===== src/rtl/rv32v_types_pkg.sv =====
// Shared RV32V vector types used by the load/store unit.
package rv32v_types_pkg;

  typedef enum logic [1:0] {
    SEW8  = 2'd0,
    SEW16 = 2'd1,
    SEW32 = 2'd2
  } sew_t;

endpackage


===== src/rtl/vlsu_element_sequencer.sv =====
// Walks a vector memory op two elements per step, handing address pairs to the
// address scheduler and tracking per-lane arrivals, faults and completion.
module vlsu_element_sequencer
  import rv32v_types_pkg::*;
(
  input  logic        CLK,
  input  logic        nRST,
  input  logic        start,
  input  logic        is_load,
  input  logic        is_store,
  input  logic [31:0] base_addr,
  input  logic [31:0] stride,
  input  logic        strided,
  input  logic [5:0]  vl,
  input  sew_t        sew,
  input  logic [31:0] rd_data0,
  input  logic [31:0] rd_data1,
  input  logic        arrived0,
  input  logic        arrived1,
  input  logic        exception,
  input  logic        sched_busy,
  output logic [31:0] addr0,
  output logic [31:0] addr1,
  output logic [31:0] storedata0,
  output logic [31:0] storedata1,
  output logic        load,
  output logic        store,
  output logic        lane1_en,
  output logic        returnex,
  output logic [4:0]  rd_idx0,
  output logic [4:0]  rd_idx1,
  output logic        wb_en0,
  output logic        wb_en1,
  output logic [4:0]  wb_idx0,
  output logic [4:0]  wb_idx1,
  output logic        busy,
  output logic        done,
  output logic        fault,
  output logic [5:0]  fault_idx
);

  localparam int unsigned AW = 32;
  localparam int unsigned EW = 6;
  localparam int unsigned IW = 5;

  typedef enum logic [1:0] {
    IDLE   = 2'd0,
    RUN    = 2'd1,
    ABORT  = 2'd2,
    FINISH = 2'd3
  } state_t;

  state_t        state, state_n;
  logic          op_load, op_load_n;
  logic          op_store, op_store_n;
  logic [AW-1:0] stride_q, stride_n;
  logic [EW-1:0] vl_q, vl_n;
  logic [EW-1:0] e_q, e_n;
  logic [AW-1:0] cur_addr_q, cur_addr_n;
  logic          got0_q, got0_n;
  logic          got1_q, got1_n;
  logic          fault_q, fault_n;
  logic [EW-1:0] fault_idx_q, fault_idx_n;

  logic          in_run;
  logic [EW-1:0] e_p1;
  logic          lane1;

  assign in_run = (state == RUN);
  assign e_p1   = e_q + EW'(1);
  assign lane1  = in_run && (e_p1 < vl_q);

  // Lane outputs are only meaningful in RUN; elsewhere they are held at zero.
  assign addr0      = in_run ? cur_addr_q : '0;
  assign addr1      = in_run ? (lane1 ? cur_addr_q + stride_q : cur_addr_q) : '0;
  assign rd_idx0    = in_run ? e_q[IW-1:0] : '0;
  assign rd_idx1    = in_run ? e_p1[IW-1:0] : '0;
  assign storedata0 = in_run ? rd_data0 : '0;
  assign storedata1 = in_run ? (lane1 ? rd_data1 : rd_data0) : '0;
  assign load       = in_run & op_load;
  assign store      = in_run & op_store;
  assign lane1_en   = lane1;
  assign returnex   = (state == ABORT);
  assign done       = (state == FINISH);
  assign busy       = (state != IDLE);
  assign wb_en0     = in_run & op_load & arrived0 & ~exception;
  assign wb_en1     = in_run & op_load & arrived1 & lane1 & ~exception;
  assign wb_idx0    = rd_idx0;
  assign wb_idx1    = rd_idx1;
  assign fault      = fault_q;
  assign fault_idx  = fault_idx_q;

  always_ff @(posedge CLK or negedge nRST) begin
    if (!nRST) begin
      state       <= IDLE;
      op_load     <= 1'b0;
      op_store    <= 1'b0;
      stride_q    <= '0;
      vl_q        <= '0;
      e_q         <= '0;
      cur_addr_q  <= '0;
      got0_q      <= 1'b0;
      got1_q      <= 1'b0;
      fault_q     <= 1'b0;
      fault_idx_q <= '0;
    end else begin
      state       <= state_n;
      op_load     <= op_load_n;
      op_store    <= op_store_n;
      stride_q    <= stride_n;
      vl_q        <= vl_n;
      e_q         <= e_n;
      cur_addr_q  <= cur_addr_n;
      got0_q      <= got0_n;
      got1_q      <= got1_n;
      fault_q     <= fault_n;
      fault_idx_q <= fault_idx_n;
    end
  end

  // Next-state logic; a pair completes counting this cycle's arrivals.
  always_comb begin
    logic          got0_c;
    logic          got1_c;
    logic          pair_done;
    logic [EW-1:0] e_adv;

    state_n     = state;
    op_load_n   = op_load;
    op_store_n  = op_store;
    stride_n    = stride_q;
    vl_n        = vl_q;
    e_n         = e_q;
    cur_addr_n  = cur_addr_q;
    got0_n      = got0_q;
    got1_n      = got1_q;
    fault_n     = fault_q;
    fault_idx_n = fault_idx_q;

    got0_c    = got0_q | arrived0;
    got1_c    = got1_q | (arrived1 & lane1);
    pair_done = got0_c & (got1_c | ~lane1);
    e_adv     = e_q + EW'(2);

    case (state)
      IDLE: begin
        if (start && !sched_busy) begin
          fault_n     = 1'b0;
          fault_idx_n = '0;
          if (vl == '0) begin
            state_n = FINISH;
          end else begin
            state_n    = RUN;
            op_load_n  = is_load;
            op_store_n = is_store;
            stride_n   = strided ? stride : (AW'(1) << sew);
            vl_n       = vl;
            e_n        = '0;
            cur_addr_n = base_addr;
            got0_n     = 1'b0;
            got1_n     = 1'b0;
          end
        end
      end
      RUN: begin
        if (exception) begin
          fault_n     = 1'b1;
          fault_idx_n = got0_q ? e_p1 : e_q;
          got0_n      = 1'b0;
          got1_n      = 1'b0;
          state_n     = ABORT;
        end else if (pair_done) begin
          e_n        = e_adv;
          cur_addr_n = cur_addr_q + (stride_q << 1);
          got0_n     = 1'b0;
          got1_n     = 1'b0;
          if (e_adv >= vl_q) state_n = FINISH;
        end else begin
          got0_n = got0_c;
          got1_n = got1_c;
        end
      end
      ABORT:   state_n = FINISH;
      FINISH:  state_n = IDLE;
      default: state_n = IDLE;
    endcase
  end

endmodule


===== config.mk =====
export PLATFORM = sky130hd
export DESIGN_NAME = vlsu_element_sequencer
export DESIGN_NICKNAME = d
export VERILOG_FILES = /design/src/rtl/rv32v_types_pkg.sv /design/src/rtl/vlsu_element_sequencer.sv
export SDC_FILE = /design/constraint.sdc
export NUM_CORES = 1
export LEC_CHECK = 0
export CAP_MARGIN = 20
export CELL_PAD_IN_SITES_DETAIL_PLACEMENT = 1
export CELL_PAD_IN_SITES_GLOBAL_PLACEMENT = 1
export CORE_ASPECT_RATIO = 0.9
export CORE_MARGIN = 2
export CORE_UTILIZATION = 33
export CTS_CLUSTER_DIAMETER = 30
export DETAILED_ROUTE_END_ITERATION = 8
export GPL_TIMING_DRIVEN = 0
export PLACE_DENSITY = 0.84
export SETUP_SLACK_MARGIN = 0.3
export SLEW_MARGIN = 20
export SYNTH_ARGS = -nofsm -noshare
export SYNTH_HDL_FRONTEND = slang
export SYNTH_SLANG_ARGS = --single-unit

===== constraint.sdc =====
create_clock -name CLK -period 3.9 [get_ports CLK]
set_clock_uncertainty 0.2 [all_clocks]
set_input_delay 0.78 -clock CLK [delete_from_list [all_inputs] [get_ports CLK]]
set_output_delay 0.78 -clock CLK [all_outputs]
set_load 0.03 [all_outputs]

==> impl_metrics.tcl <==
set metrics [dict create \
    status "complete, but fails checks" \
    violations "negative setup slack" \
    tightest_slew_ps 870.9 \
    boundaryPins 309 \
    gp_congestion 0.9433 \
    power_leakage_nw 6.596 \
    fmax_ghz 0.2344 \
    yosys.area.top_type "dfrtp_1" \
    min_path_type "input pin to asynchronous set/reset pin" \
    swShare_pct 55.24 \
    insertion_delay_ps 360 \
    postSynthCellCount 1179 \
    synth-seq-area-share_pct 25.05 \
    crit_chain "ha_4 -> buf_8 -> a21oi_4 -> o21ai_2 -> nor3_2 -> or3b_4 -> a31o_4 -> buf_6 -> a21oi_2 -> mux2i_1 -> o311ai_1 -> buf_4" \
    endpoint_kind "primary output" \
    synth_area_leaders "dfrtp_1, ha_1, nand2_1" \
    drc 0 \
    grt_max_degree 67 \
    htreeDepth 3 \
    die-height_um 158.8 \
    drt_wl_total_mm 45.74 \
    tns_ps -3381 \
    cpPeakStageDelay_ps 460 \
    die_area_sq_um 27960 \
    die_w_um 176.0 \
    required_ps 2920 \
    synthToLayoutAreaGrowth_pct 63.36 \
    dpl-instance-area_sq_um 12490 \
    path_class "flip-flop to primary output" \
    setup_viol 16 \
    cp.arrival_ps 3290 \
    syn_avg_cell_area_sq_um 7.455 \
    intPower_mw 6.640 \
    timing.critical_path.buf_inv 3 \
    hpwl_mm 33.39 \
    p_sw_mw 8.195 \
    cp_max_fo 5 \
    layout_common_cells "nand2_1, clkdlybuf4s50_1, buf_4" \
    hold_buffers 0 \
    synth_flop_cell "dfrtp_1" \
    vdd.ir_drop.worst_uv 341.4 \
    relSlewSlack_pct 41.94 \
    slew_violations 0 \
    routedWlPerCell_um 23.92 \
    io_buffers 305 \
    maxCapViolations 0 \
    grt_usage_pct 30.47 \
    nets 1783 \
    synth_edf_count 0 \
    drtAntennaViolNets 0 \
    min_period_ps 4267 \
    combinationalPowerShare_pct 80.8 \
    cts.sinks 88 \
    drive_gt1_share_pct 26.55 \
    firstDrtPassIters 6 \
    rsz0062_at_grt "true" \
    rows 56 \
    grt_overflow 0 \
    hold_slack_ps 65.11 \
    vias 10850 \
    dp.cells 1834 \
    seqPwrFrac_pct 13.3 \
    grt_pass1_wl_mm 66.34 \
    synth_cell_types 74 \
    core_region_area_sq_um 26140 \
    synth-warning-count 0 \
    cts_root_buf "clkbuf_16" \
    tritoncts "done" \
    numCtsBuffers 9 \
    hold_viol 0 \
    cts_max_path_buffers 2 \
    synth_top_area_share_pct 25.05 \
    slowest_stage "or3b_4" \
    powerDensity_nw_per_um2 1033 \
    async_flop_share_pct 100.0 \
    antenna_found_initial 2 \
    period_share_pct 109.4 \
    first_iter_violations 739 \
    setup_slack_ps -367.1 \
    ys_seq_elements 88 \
    final_cell_count_no_fill 1912 \
    syn-cell-area_sq_um 8790 \
    path_delay_family "compound AO/OA/AOI/OAI gates" \
    cts.clk_slew.worst_paths_ps 70 \
    layout_commonest_cell "nand2_1" \
    clkPwrFrac_pct 6.0 \
    fillCellCount 3059 \
    grt_pass1_vias 11240 \
    vias_per_cell 5.676 \
    post-place-ws_ps -1755 \
    start_util_pct 33.63 \
    final_area_sq_um 14360 \
    startpoint_type "flip-flop" \
]
-- sequential cells by signal, indices dropped and copies added (netlist names), 2 cells and up --
name        flops
state           2
vl_q            6
cur_addr_q     32
e_q             5
stride_q       32
fault_idx       6
-- timing repair --
item,CTS,global route
gates cloned,2,0
setup endpoints to repair,163,113
gates resized for setup,662,213
buffers inserted,41,18
pin swaps,39,48
-- logic make-up (layout without fill, tap and decap cells) --
family	Yosys count	count (layout)	synth area share, %
buf+inv	115	498	5.779
other cells	1	3	0.04266
mux	30	30	3.559
simple gates	473	473	25.44
fa+ha+maj	79	79	11.42
xor+xnor	38	38	3.786
flops	88	88	25.05
compound gates	355	355	24.93
-- metal layers --
metal,vias to the layer above,global-route usage [%],routed length [um]
met5,-,0,0
met4,0,10.14,1701
met3,97,5.412,3051
met2,490,52.76,22290
met1,5361,37.95,18700
li1,4905,-,-
-- stage by stage --
step / utilization [%] / total power [mW]
after CTS: 52.19 / 13.57
after detailed placement: 47.80 / 11.56
after floorplan: - / 7.982
final: 54.94 / 14.83
after global routing: 54.94 / 15.57
after global placement: 47.69 / 11.29
-- power groups by stage --
stage          logic [mW]  registers, mW  clock network [mW]
2_1_floorplan        6.34           1.65                   0
5_1_grt              12.7           1.98               0.918
3_3_place_gp         9.43           1.86                   0
3_5_place_dp         9.68           1.89                   0
6_report             12.0           1.97               0.884
4_1_cts              10.8           1.89               0.883
-- cell type report --
cell class                      count  area [sq um]  area share [%]
Antenna cell                        1         2.502         0.01743
Buffer                             77         628.1           4.374
Clock buffer                       10         239.0           1.664
Clock inverter                      6         50.05          0.3486
Inverter                           38         145.1           1.011
Multi-Input combinational cell    977          7097           49.42
Sequential cell                    88          2217           15.44
Tap cell                          348         435.4           3.032
Timing Repair Buffer              367          3545           24.69
-- cell usage after synthesis (3+ instances only) --
cell type,instances
nor2_1,53
a21boi_0,4
buf_2,5
nor3b_1,4
or3_1,6
ha_1,77
xnor2_1,23
o21a_1,14
nand3b_1,8
o21bai_1,5
and3_1,10
nand2b_1,7
o211ai_1,8
nor2b_1,11
xor2_1,15
mux2_2,10
a22o_1,7
o31ai_1,7
a21oi_1,115
o21ai_0,107
nand3_1,28
inv_1,38
and4_1,6
buf_4,18
a211o_1,6
a221o_1,5
a21o_1,23
nor3_1,16
clkbuf_1,50
mux2i_1,20
a221oi_1,3
a31oi_1,9
a211oi_1,12
nand2_1,239
and2_1,71
dfrtp_1,88
-- path summary, 6_finish.rpt --
kind	cells after the start	to	slack (ps)	start
max reg2reg	10	cur_addr_q[28]	490	cur_addr_q[2]
max in group asynchronous	2	e_q[2]	2770	nRST
min	1	cur_addr_q[7]	70	nRST
min in group CLK	1	fault_idx[2]	310	fault_idx[2]
min reg2reg	1	fault_idx[2]	310	fault_idx[2]
max	12	addr1[18]	-370	stride_q[11]
No activity file was read; power rests on OpenSTA's default activity.
